<file path="config.mk">
export PLATFORM = sky130hd
export DESIGN_NAME = i_execute
export DESIGN_NICKNAME = d
export VERILOG_FILES = /design/src/rtl/i_execute_pkg.sv /design/src/rtl/i_execute_alu_ctrl.sv /design/src/rtl/i_execute.sv
export SDC_FILE = /design/constraint.sdc
export NUM_CORES = 1
export LEC_CHECK = 0
export CAP_MARGIN = 20
export CORE_MARGIN = 1.5
export CORE_UTILIZATION = 50
export DETAILED_ROUTE_END_ITERATION = 8
export HOLD_SLACK_MARGIN = 0.12
export PLACE_DENSITY = 0.83
export SLEW_MARGIN = 25
export SYNTH_ARGS = -nofsm -noshare
export SYNTH_HDL_FRONTEND = slang
export SYNTH_SLANG_ARGS = --single-unit
</file>
<file path="constraint.sdc">
create_clock -name ie_clk -period 0.8 [get_ports ie_clk]
set_input_delay 0.16 -clock ie_clk [delete_from_list [all_inputs] [get_ports ie_clk]]
set_output_delay 0.16 -clock ie_clk [all_outputs]
set_load 0.01 [all_outputs]
</file>
<file path="src/rtl/i_execute_pkg.sv">
// i_execute_pkg: shared definitions for the LEGv8 execute stage.
//   WORD         default datapath width
//   OP_*         11-bit R-type opcodes decoded when alu_op = ALU_OP_RTYPE
//   ALU_OP_*     alu_op encodings coming from the main control unit
//   alu_fn_e     ALU function chosen by the ALU control decoder
//   mul_state_e  iterative multiplier FSM states (used only with IE_MUL_EN)
//   ex_ctrl_t    control bits carried through the EX/MEM register
package i_execute_pkg;

    localparam int WORD = 64;

    localparam logic [10:0] OP_ADD = 11'b10001011000;
    localparam logic [10:0] OP_SUB = 11'b11001011000;
    localparam logic [10:0] OP_AND = 11'b10001010000;
    localparam logic [10:0] OP_ORR = 11'b10101010000;
    localparam logic [10:0] OP_MUL = 11'b10011011000;

    localparam logic [1:0] ALU_OP_ADD   = 2'b00;
    localparam logic [1:0] ALU_OP_PASSB = 2'b01;
    localparam logic [1:0] ALU_OP_RTYPE = 2'b10;
    localparam logic [1:0] ALU_OP_RSVD  = 2'b11;

    typedef enum logic [2:0] {
        FN_ADD,
        FN_SUB,
        FN_AND,
        FN_ORR,
        FN_PASSB,
        FN_MUL,
        FN_ZERO
    } alu_fn_e;

    typedef enum logic [1:0] {
        S_IDLE,
        S_BUSY,
        S_DONE
    } mul_state_e;

    typedef struct packed {
        logic uncondbranch;
        logic branch;
        logic mem_read;
        logic mem_write;
        logic mem_to_reg;
    } ex_ctrl_t;

endpackage

</file>
<file path="src/rtl/i_execute_alu_ctrl.sv">
// i_execute_alu_ctrl: combinational ALU control decode.
//   alu_op_i  in  2    main-control ALU class (add / pass-B / R-type / reserved)
//   opcode_i  in  OPW  instr[31:21], consulted only for R-type
//   alu_fn_o  out      ALU function; unknown R-type opcodes map to FN_ZERO
module i_execute_alu_ctrl
    import i_execute_pkg::*;
#(
    parameter int OPW = 11
) (
    input  logic [1:0]     alu_op_i,
    input  logic [OPW-1:0] opcode_i,
    output alu_fn_e        alu_fn_o
);

    alu_fn_e rtype_fn;

    assign rtype_fn = (opcode_i == OPW'(OP_ADD)) ? FN_ADD :
                      (opcode_i == OPW'(OP_SUB)) ? FN_SUB :
                      (opcode_i == OPW'(OP_AND)) ? FN_AND :
                      (opcode_i == OPW'(OP_ORR)) ? FN_ORR :
                      (opcode_i == OPW'(OP_MUL)) ? FN_MUL : FN_ZERO;

    // The reserved encoding falls back to add.
    assign alu_fn_o = (alu_op_i == ALU_OP_PASSB) ? FN_PASSB :
                      (alu_op_i == ALU_OP_RTYPE) ? rtype_fn : FN_ADD;

endmodule

</file>
<file path="src/rtl/i_execute.sv">
// i_execute: LEGv8 execute stage with the EX/MEM pipeline register.
//   ie_clk, ie_rst_n                 clock, asynchronous active-low reset
//   flush                            squash the instruction in EX (load a bubble)
//   pc_in, read_data1, read_data2_in, sign_ext_imm, opcode, alu_op, alu_src  EX operands/decode
//   uncondbranch_in .. mem_to_reg_in EX control bits
//   stall                            upstream must hold its inputs next cycle
//   uncondbranch .. mem_to_reg, zero, alu_result, read_data2, pc_out  registered EX/MEM outputs
// Optional feature: define IE_MUL_EN for the iterative shift-add MUL; without it
// MUL decodes to 0 and stall is tied low.
module i_execute
    import i_execute_pkg::*;
#(
    parameter int DW  = WORD,
    parameter int OPW = 11
`ifdef IE_MUL_EN
    ,
    parameter int MUL_STEPS = DW
`endif
) (
    input  logic           ie_clk,
    input  logic           ie_rst_n,
    input  logic           flush,
    input  logic [DW-1:0]  pc_in,
    input  logic [DW-1:0]  read_data1,
    input  logic [DW-1:0]  read_data2_in,
    input  logic [DW-1:0]  sign_ext_imm,
    input  logic [OPW-1:0] opcode,
    input  logic [1:0]     alu_op,
    input  logic           alu_src,
    input  logic           uncondbranch_in,
    input  logic           branch_in,
    input  logic           mem_read_in,
    input  logic           mem_write_in,
    input  logic           mem_to_reg_in,
    output logic           stall,
    output logic           uncondbranch,
    output logic           branch,
    output logic           mem_read,
    output logic           mem_write,
    output logic           mem_to_reg,
    output logic           zero,
    output logic [DW-1:0]  alu_result,
    output logic [DW-1:0]  read_data2,
    output logic [DW-1:0]  pc_out
);

    alu_fn_e       alu_fn;
    logic [DW-1:0] alu_b;
    logic [DW-1:0] alu_res;
    logic [DW-1:0] res_d;
    logic [DW-1:0] pc_tgt;
    logic          stall_int;
    logic          bubble;
    ex_ctrl_t      ctrl_in;
    ex_ctrl_t      ctrl_d;
    ex_ctrl_t      ctrl_q;
    logic          zero_q;
    logic [DW-1:0] alu_result_q;
    logic [DW-1:0] read_data2_q;
    logic [DW-1:0] pc_out_q;

    i_execute_alu_ctrl #(.OPW(OPW)) u_alu_ctrl (
        .alu_op_i (alu_op),
        .opcode_i (opcode),
        .alu_fn_o (alu_fn)
    );

    always_comb begin
        alu_b = alu_src ? sign_ext_imm : read_data2_in;
        case (alu_fn)
            FN_ADD:   alu_res = read_data1 + alu_b;
            FN_SUB:   alu_res = read_data1 - alu_b;
            FN_AND:   alu_res = read_data1 & alu_b;
            FN_ORR:   alu_res = read_data1 | alu_b;
            FN_PASSB: alu_res = alu_b;
            default:  alu_res = '0;
        endcase
    end

    // Branch offsets are in words, so scale by 4 before adding.
    assign pc_tgt = pc_in + (sign_ext_imm << 2);

`ifdef IE_MUL_EN
    localparam int            CW   = $clog2(MUL_STEPS + 1);
    localparam logic [CW-1:0] LAST = CW'(MUL_STEPS - 1);

    mul_state_e    state_q, state_d;
    logic [CW-1:0] count_q, count_d;
    logic [DW-1:0] mcand_q, mcand_d;
    logic [DW-1:0] mplier_q, mplier_d;
    logic [DW-1:0] prod_q, prod_d;
    logic          is_mul;
    logic          mul_done;

    assign is_mul = alu_fn == FN_MUL;

    always_ff @(posedge ie_clk or negedge ie_rst_n) begin
        if (!ie_rst_n) begin
            state_q  <= S_IDLE;
            count_q  <= '0;
            mcand_q  <= '0;
            mplier_q <= '0;
            prod_q   <= '0;
        end else begin
            state_q  <= state_d;
            count_q  <= count_d;
            mcand_q  <= mcand_d;
            mplier_q <= mplier_d;
            prod_q   <= prod_d;
        end
    end

    // Flush aborts the multiply from any state; the unused encoding recovers to IDLE.
    always_comb begin
        state_d = flush                ? S_IDLE :
                  (state_q == S_IDLE) ? (is_mul ? S_BUSY : S_IDLE) :
                  (state_q == S_BUSY) ? ((count_q == LAST) ? S_DONE : S_BUSY) : S_IDLE;
    end

    // Operands are sampled every IDLE cycle; only the one that enters BUSY matters.
    always_comb begin
        count_d  = count_q;
        mcand_d  = mcand_q;
        mplier_d = mplier_q;
        prod_d   = prod_q;
        if (state_q == S_IDLE) begin
            count_d  = '0;
            mcand_d  = read_data1;
            mplier_d = alu_b;
            prod_d   = '0;
        end else if (state_q == S_BUSY) begin
            count_d  = count_q + 1'b1;
            prod_d   = prod_q + (mplier_q[0] ? mcand_q : '0);
            mcand_d  = mcand_q << 1;
            mplier_d = mplier_q >> 1;
        end
    end

    always_comb begin
        stall_int = (state_q == S_BUSY) || (state_q == S_IDLE && is_mul && !flush);
        mul_done  = state_q == S_DONE;
    end

    // The visible stall is forced low while reset is held; the pipeline
    // register path uses the ungated version so reset stays off the data path.
    assign stall = stall_int && ie_rst_n;
    assign res_d = mul_done ? prod_q : alu_res;
`else
    assign stall_int = 1'b0;
    assign stall     = 1'b0;
    assign res_d     = alu_res;
`endif

    assign ctrl_in = {uncondbranch_in, branch_in, mem_read_in, mem_write_in, mem_to_reg_in};
    assign bubble  = flush || stall_int;
    assign ctrl_d  = bubble ? '0 : ctrl_in;

    always_ff @(posedge ie_clk or negedge ie_rst_n) begin
        if (!ie_rst_n) begin
            ctrl_q       <= '0;
            zero_q       <= 1'b0;
            alu_result_q <= '0;
            read_data2_q <= '0;
            pc_out_q     <= '0;
        end else begin
            ctrl_q       <= ctrl_d;
            zero_q       <= res_d == '0;
            alu_result_q <= res_d;
            read_data2_q <= read_data2_in;
            pc_out_q     <= pc_tgt;
        end
    end

    assign {uncondbranch, branch, mem_read, mem_write, mem_to_reg} = ctrl_q;
    assign zero       = zero_q;
    assign alu_result = alu_result_q;
    assign read_data2 = read_data2_q;
    assign pc_out     = pc_out_q;

endmodule

</file>
==> tab_implementation.tex, run 1 <==
\begin{tabular}{lr}
\hline
Metric & Value \\
\hline
\multicolumn{2}{l}{\textbf{Clocking}} \\
TritonCTS buffer count & 17 \\
Clock H-tree levels & 4 \\
Max Root-Sink Buffers & 2 \\
Clock Root Buffer & sky130\_fd\_sc\_hd\_\_clkbuf\_16 \\
Number of buffers added to fix hold violations after cts & 16 \\
Buffer count from post-CTS setup fixing & 190 \\
Post-cts gate resize count & 615 \\
Sink Count & 198 \\
\multicolumn{2}{l}{\textbf{Yosys}} \\
Distinct cell type count after synthesis & 94 \\
Share of the synthesized area in the top cell type & 29.4\% \\
Number of synthesized flops with an enable pin & 0 \\
Asr flop ratio synth & 100\% \\
Largest cells by area after synthesis & sky130\_fd\_sc\_hd\_\_dfrtp\_1, sky130\_fd\_sc\_hd\_\_ha\_1, sky130\_fd\_sc\_hd\_\_a21oi\_1 \\
Syn\_nets & 2387 \\
Prevailing post-synth register cell & sky130\_fd\_sc\_hd\_\_dfrtp\_1 \\
Area of the mapped netlist & 16800 sq um \\
Number of instances in the synthesized netlist & 1980 \\
Warnings from Yosys & 0 \\
Post-Synthesis Mean Instance Area & 8.50 sq um \\
Register bit total from synthesis & 198 \\
Top cell type by total area after synthesis & sky130\_fd\_sc\_hd\_\_dfrtp\_1 \\
Portion of the post-synthesis area used by sequential elements & 29.4\% \\
\multicolumn{2}{l}{\textbf{Placed design}} \\
HPWL Detailed & 74800 um \\
\# port buffers & 475 \\
Post-placement worst setup slack & -5.68 ns \\
GP Congestion & 1.12 \\
Area after DPL & 28200 sq um \\
\multicolumn{2}{l}{\textbf{Floorplan}} \\
Num ports & 477 \\
Site row count & 67 \\
Die Ht & 186 um \\
Initial standard-cell utilization of the core & 50.5\% \\
Die span in x & 186 um \\
\multicolumn{2}{l}{\textbf{Run status}} \\
Last stage & clock tree synthesis \\
Status & aborted with a tool error \\
Error message & [ERROR DPL-0033] detailed placement checks failed during check placement. \\
\hline
\end{tabular}
-- synth_stat cells, types with 20 or more instances --
cell	count
sky130_fd_sc_hd__a21oi_1	181
sky130_fd_sc_hd__nor2b_1	20
sky130_fd_sc_hd__nand3_1	45
sky130_fd_sc_hd__nand2_1	144
sky130_fd_sc_hd__xnor2_1	101
sky130_fd_sc_hd__ha_1	127
sky130_fd_sc_hd__buf_2	24
sky130_fd_sc_hd__nor3_1	36
sky130_fd_sc_hd__dfrtp_1	198
sky130_fd_sc_hd__a21o_1	75
sky130_fd_sc_hd__inv_1	42
sky130_fd_sc_hd__mux2i_1	59
sky130_fd_sc_hd__and3_1	23
sky130_fd_sc_hd__a31oi_1	35
sky130_fd_sc_hd__xor2_1	57
sky130_fd_sc_hd__o21a_1	25
sky130_fd_sc_hd__nand2b_1	27
sky130_fd_sc_hd__nand4_1	42
sky130_fd_sc_hd__o21ai_0	145
sky130_fd_sc_hd__nor2_1	149
sky130_fd_sc_hd__o221ai_1	22
sky130_fd_sc_hd__mux2_2	23
sky130_fd_sc_hd__clkbuf_1	68
-- through the flow --
step | hold slack (ns) | instances
floorplan | -0.136 | 1980
global placement | 0.0435 | 3569
detailed placement | 0.0487 | 3569
-- cell families after synthesis --
group | after synthesis | synth area share (%)
AOI/OAI and AO/OA | 670 | 25.8
and+or+nand+nor | 582 | 17.1
DFF | 198 | 29.4
xor gates and xnor gates | 158 | 8.22
buffers and inverters | 149 | 3.98
adders and majority gates | 140 | 10.3
muxes | 82 | 5.05
other | 1 | 0.0223
==> run 2: changes to the inputs <==
--- a/config.mk
+++ b/config.mk
@@ -7,10 +7,9 @@
 export LEC_CHECK = 0
 export CAP_MARGIN = 20
 export CORE_MARGIN = 1.5
-export CORE_UTILIZATION = 50
+export CORE_UTILIZATION = 40
 export DETAILED_ROUTE_END_ITERATION = 8
-export HOLD_SLACK_MARGIN = 0.12
-export PLACE_DENSITY = 0.83
+export PLACE_DENSITY_LB_ADDON = 0.15
 export SLEW_MARGIN = 25
 export SYNTH_ARGS = -nofsm -noshare
 export SYNTH_HDL_FRONTEND = slang
==> run 2 against run 1 <==
Against the previous run: the flow now finishes, with violations (setup timing); synthesized area did not move; synthesized cell count unchanged.
==> tab_implementation.tex, run 2 <==
\begin{tabular}{lr}
\hline
Metric & Value \\
\hline
\multicolumn{2}{l}{\textbf{Routing}} \\
Iteration-0 DRC Markers & 2986 \\
Wire length on met3 & 13900 um \\
DRC errors left & 0 \\
Average wire length per cell after detail routing & 27.7 um \\
Met2 WL & 46100 um \\
Final WL & 108000 um \\
Total number of vias & 24600 \\
Total iterations of the first detailed-routing run & 7 \\
Vias per std cell & 6.27 \\
Top routing layer in use & met5 \\
DRT met1 WL & 39600 um \\
Number of nets still failing antenna checks after routing & 0 \\
\multicolumn{2}{l}{\textbf{Clocking}} \\
TritonCTS clock tree & done \\
Clock H-tree levels & 4 \\
TritonCTS buffer count & 17 \\
Clock Root Buffer & sky130\_fd\_sc\_hd\_\_clkbuf\_16 \\
Max Root-Sink Buffers & 2 \\
Clock transition time at the flip-flop clock pins of the worst setup and hold paths & 0.10 ns \\
Sink Count & 198 \\
\multicolumn{2}{l}{\textbf{Global route}} \\
Maximum number of pins on one net before global-route repair & 58 \\
Via count of the first global-routing pass & 22200 \\
Aggregate global routing overflow & 0 \\
Number of antenna violations at the first check in global routing & 21 \\
GRT Overall Usage & 41.6\% \\
Global-route wire length before repair & 136000 um \\
\multicolumn{2}{l}{\textbf{Floorplan}} \\
Initial standard-cell utilization of the core & 40.9\% \\
Die span in x & 208 um \\
Die Ht & 208 um \\
Num ports & 477 \\
Site row count & 74 \\
Core box area & 41200 sq um \\
Die area & 43300 sq um \\
\multicolumn{2}{l}{\textbf{Yosys}} \\
Post-Synthesis Mean Instance Area & 8.50 sq um \\
Register bit total from synthesis & 198 \\
Top-count cell post-synth & sky130\_fd\_sc\_hd\_\_dfrtp\_1 \\
Share of the synthesized area in the top cell type & 29.4\% \\
Prevailing post-synth register cell & sky130\_fd\_sc\_hd\_\_dfrtp\_1 \\
Area of the mapped netlist & 16800 sq um \\
Distinct cell type count after synthesis & 94 \\
Top cells by count, synth & sky130\_fd\_sc\_hd\_\_dfrtp\_1, sky130\_fd\_sc\_hd\_\_a21oi\_1, sky130\_fd\_sc\_hd\_\_nor2\_1 \\
Warnings from Yosys & 0 \\
Largest cells by area after synthesis & sky130\_fd\_sc\_hd\_\_dfrtp\_1, sky130\_fd\_sc\_hd\_\_ha\_1, sky130\_fd\_sc\_hd\_\_a21oi\_1 \\
Asr flop ratio synth & 100\% \\
Top cell type by total area after synthesis & sky130\_fd\_sc\_hd\_\_dfrtp\_1 \\
Syn\_nets & 2387 \\
Number of synthesized flops with an enable pin & 0 \\
Portion of the post-synthesis area used by sequential elements & 29.4\% \\
Number of instances in the synthesized netlist & 1980 \\
\multicolumn{2}{l}{\textbf{Timing}} \\
Measured slew at the worst slew-check pin & 0.786 ns \\
Final-report hold violation count & 0 \\
Minimum period implied by the final worst setup slack & 6.36 ns \\
Period Utilization, post-route & 795\% \\
Setup ws final & -5.56 ns \\
Count of final setup violators & 323 \\
Final-report max-slew violation count & 0 \\
Fmax & 0.157 GHz \\
Worst Hold Slack & 0.0161 ns \\
Max-slew headroom & 46.1\% \\
Post-route setup TNS & -457.53 ns \\
Unrepaired setup endpoints after global routing & true \\
\multicolumn{2}{l}{\textbf{Power and ir drop}} \\
Power per Cell Area & 1490 nW/um\^{}2 \\
Overall power consumption & 50.8 mW \\
Leakage power summed over all cells & 15.5 nW \\
Highest ir drop seen on vdd & 1450 uV \\
\multicolumn{2}{l}{\textbf{Setup path}} \\
Critical-path maximum fanout & 6 \\
Worst Setup Path Type & input pin to flop \\
Crit start category & input pin \\
Standard cell with the maximum stage delay on the critical path & sky130\_fd\_sc\_hd\_\_or4\_4 \\
Critical Path RT & 1.22 ns \\
Data arrival at the endpoint of the critical path & 6.78 ns \\
Sort of element at the end of the critical path & flop \\
Longest individual stage delay on the worst path & 0.56 ns \\
\multicolumn{2}{l}{\textbf{Min path}} \\
Worst hold path type & input pin to flop \\
\multicolumn{2}{l}{\textbf{Cells and area}} \\
Number of filler cells placed in the layout & 2273 \\
Design area & 34100 sq um \\
Fraction of the core area covered by cells at the end of the flow & 82.8\% \\
Top library cells by usage in the layout, fill and taps aside & sky130\_fd\_sc\_hd\_\_buf\_4, sky130\_fd\_sc\_hd\_\_clkdlybuf4s50\_1, sky130\_fd\_sc\_hd\_\_dfrtp\_1 \\
Most frequent standard cell in the layout excluding fill and tap cells & sky130\_fd\_sc\_hd\_\_buf\_4 \\
Filler-free cell count of the finished design & 3919 \\
Total Nets Final & 3761 \\
Layout-stage area growth over the synthesis result & 103\% \\
Share of post-route cells with drive strength above 1 & 47.4\% \\
\multicolumn{2}{l}{\textbf{Placed design}} \\
\# port buffers & 475 \\
Area after DPL & 28800 sq um \\
Dpl cells & 3709 \\
Post-placement worst setup slack & -5.71 ns \\
GP Congestion & 1.05 \\
HPWL Detailed & 72800 um \\
\multicolumn{2}{l}{\textbf{Run status}} \\
Violations in the final reports & setup timing \\
Status & finished, violations left \\
\multicolumn{2}{l}{\textbf{Job}} \\
Max cap viols & 0 \\
\hline
\end{tabular}
==> run 2: cell counts after synthesis <==
Identical to the previous run, type by type.
==> run 2: area by class of cell <==
class	instances	area, sq um	area share, %
timing repair buffer	1462	12800	37.4
antenna	20	50.0	0.147
sequential	198	4950	14.5
multi-input combinational	1633	15000	43.9
clock buffer	19	453	1.33
inverter	42	160	0.469
clock inverter	13	114	0.334
tap	532	666	1.95
==> run 2: what timing repair did <==
| action | CTS | global route |
|---|---|---|
| cloned | 0 | 0 |
| resized for setup | 339 | 547 |
| hold endpoints to repair | 205 | 2 |
| hold buffers | 8 | 2 |
| setup endpoints to repair | 324 | 324 |
| pin swaps | 110 | 269 |
| buffers inserted | 71 | 99 |
==> run 2: worst paths after layout <==
check	start	endpoint	slack (ns)	cells past startpoint
max	alu_src	zero	-5.56	26
min	read_data2_in[7]	read_data2[7]	0.02	2
max in group asynchronous	ie_rst_n	read_data2[43]	0.14	3
min in group asynchronous	ie_rst_n	read_data2[5]	0.21	3
==> run 2: routing by layer <==
metal  track usage (%)  up-vias
met5                 0        -
li1                  -    10100
met4              20.5        2
met2              62.8     2094
met1              56.5    11700
met3              8.45      691
==> run 2: logic make-up (layout without fill, tap and decap cells) <==
kind of cell,Yosys count,after routing,synth area share [%]
compound gates,670,670,25.8
simple gates,582,582,17.1
flops,198,198,29.4
xor+xnor,158,158,8.22
buf+inv,149,1536,3.98
fa+ha+maj,140,140,10.3
mux,82,82,5.05
other cells,1,21,0.0223
==> run 2: where the power goes <==
part / switching, mW / total [mW] / internal, mW / leakage [nW]
registers: 0.669 / 12.2 / 11.5 / 2.35
clock network: 4.85 / 9.08 / 4.23 / 0.281
logic: 14.4 / 29.5 / 15.1 / 12.9
==> run 2: critical path: cells and delay by family <==
family,cells,cell delay (ns)
buffers and inverters,7,0.99
and+or+nand+nor,13,3.96
AOI/OAI and AO/OA,3,0.76
muxes,1,0.20
adders and majority gates,1,0.47
xor gates and xnor gates,1,0.19
(Power assumes the default switching activity.)
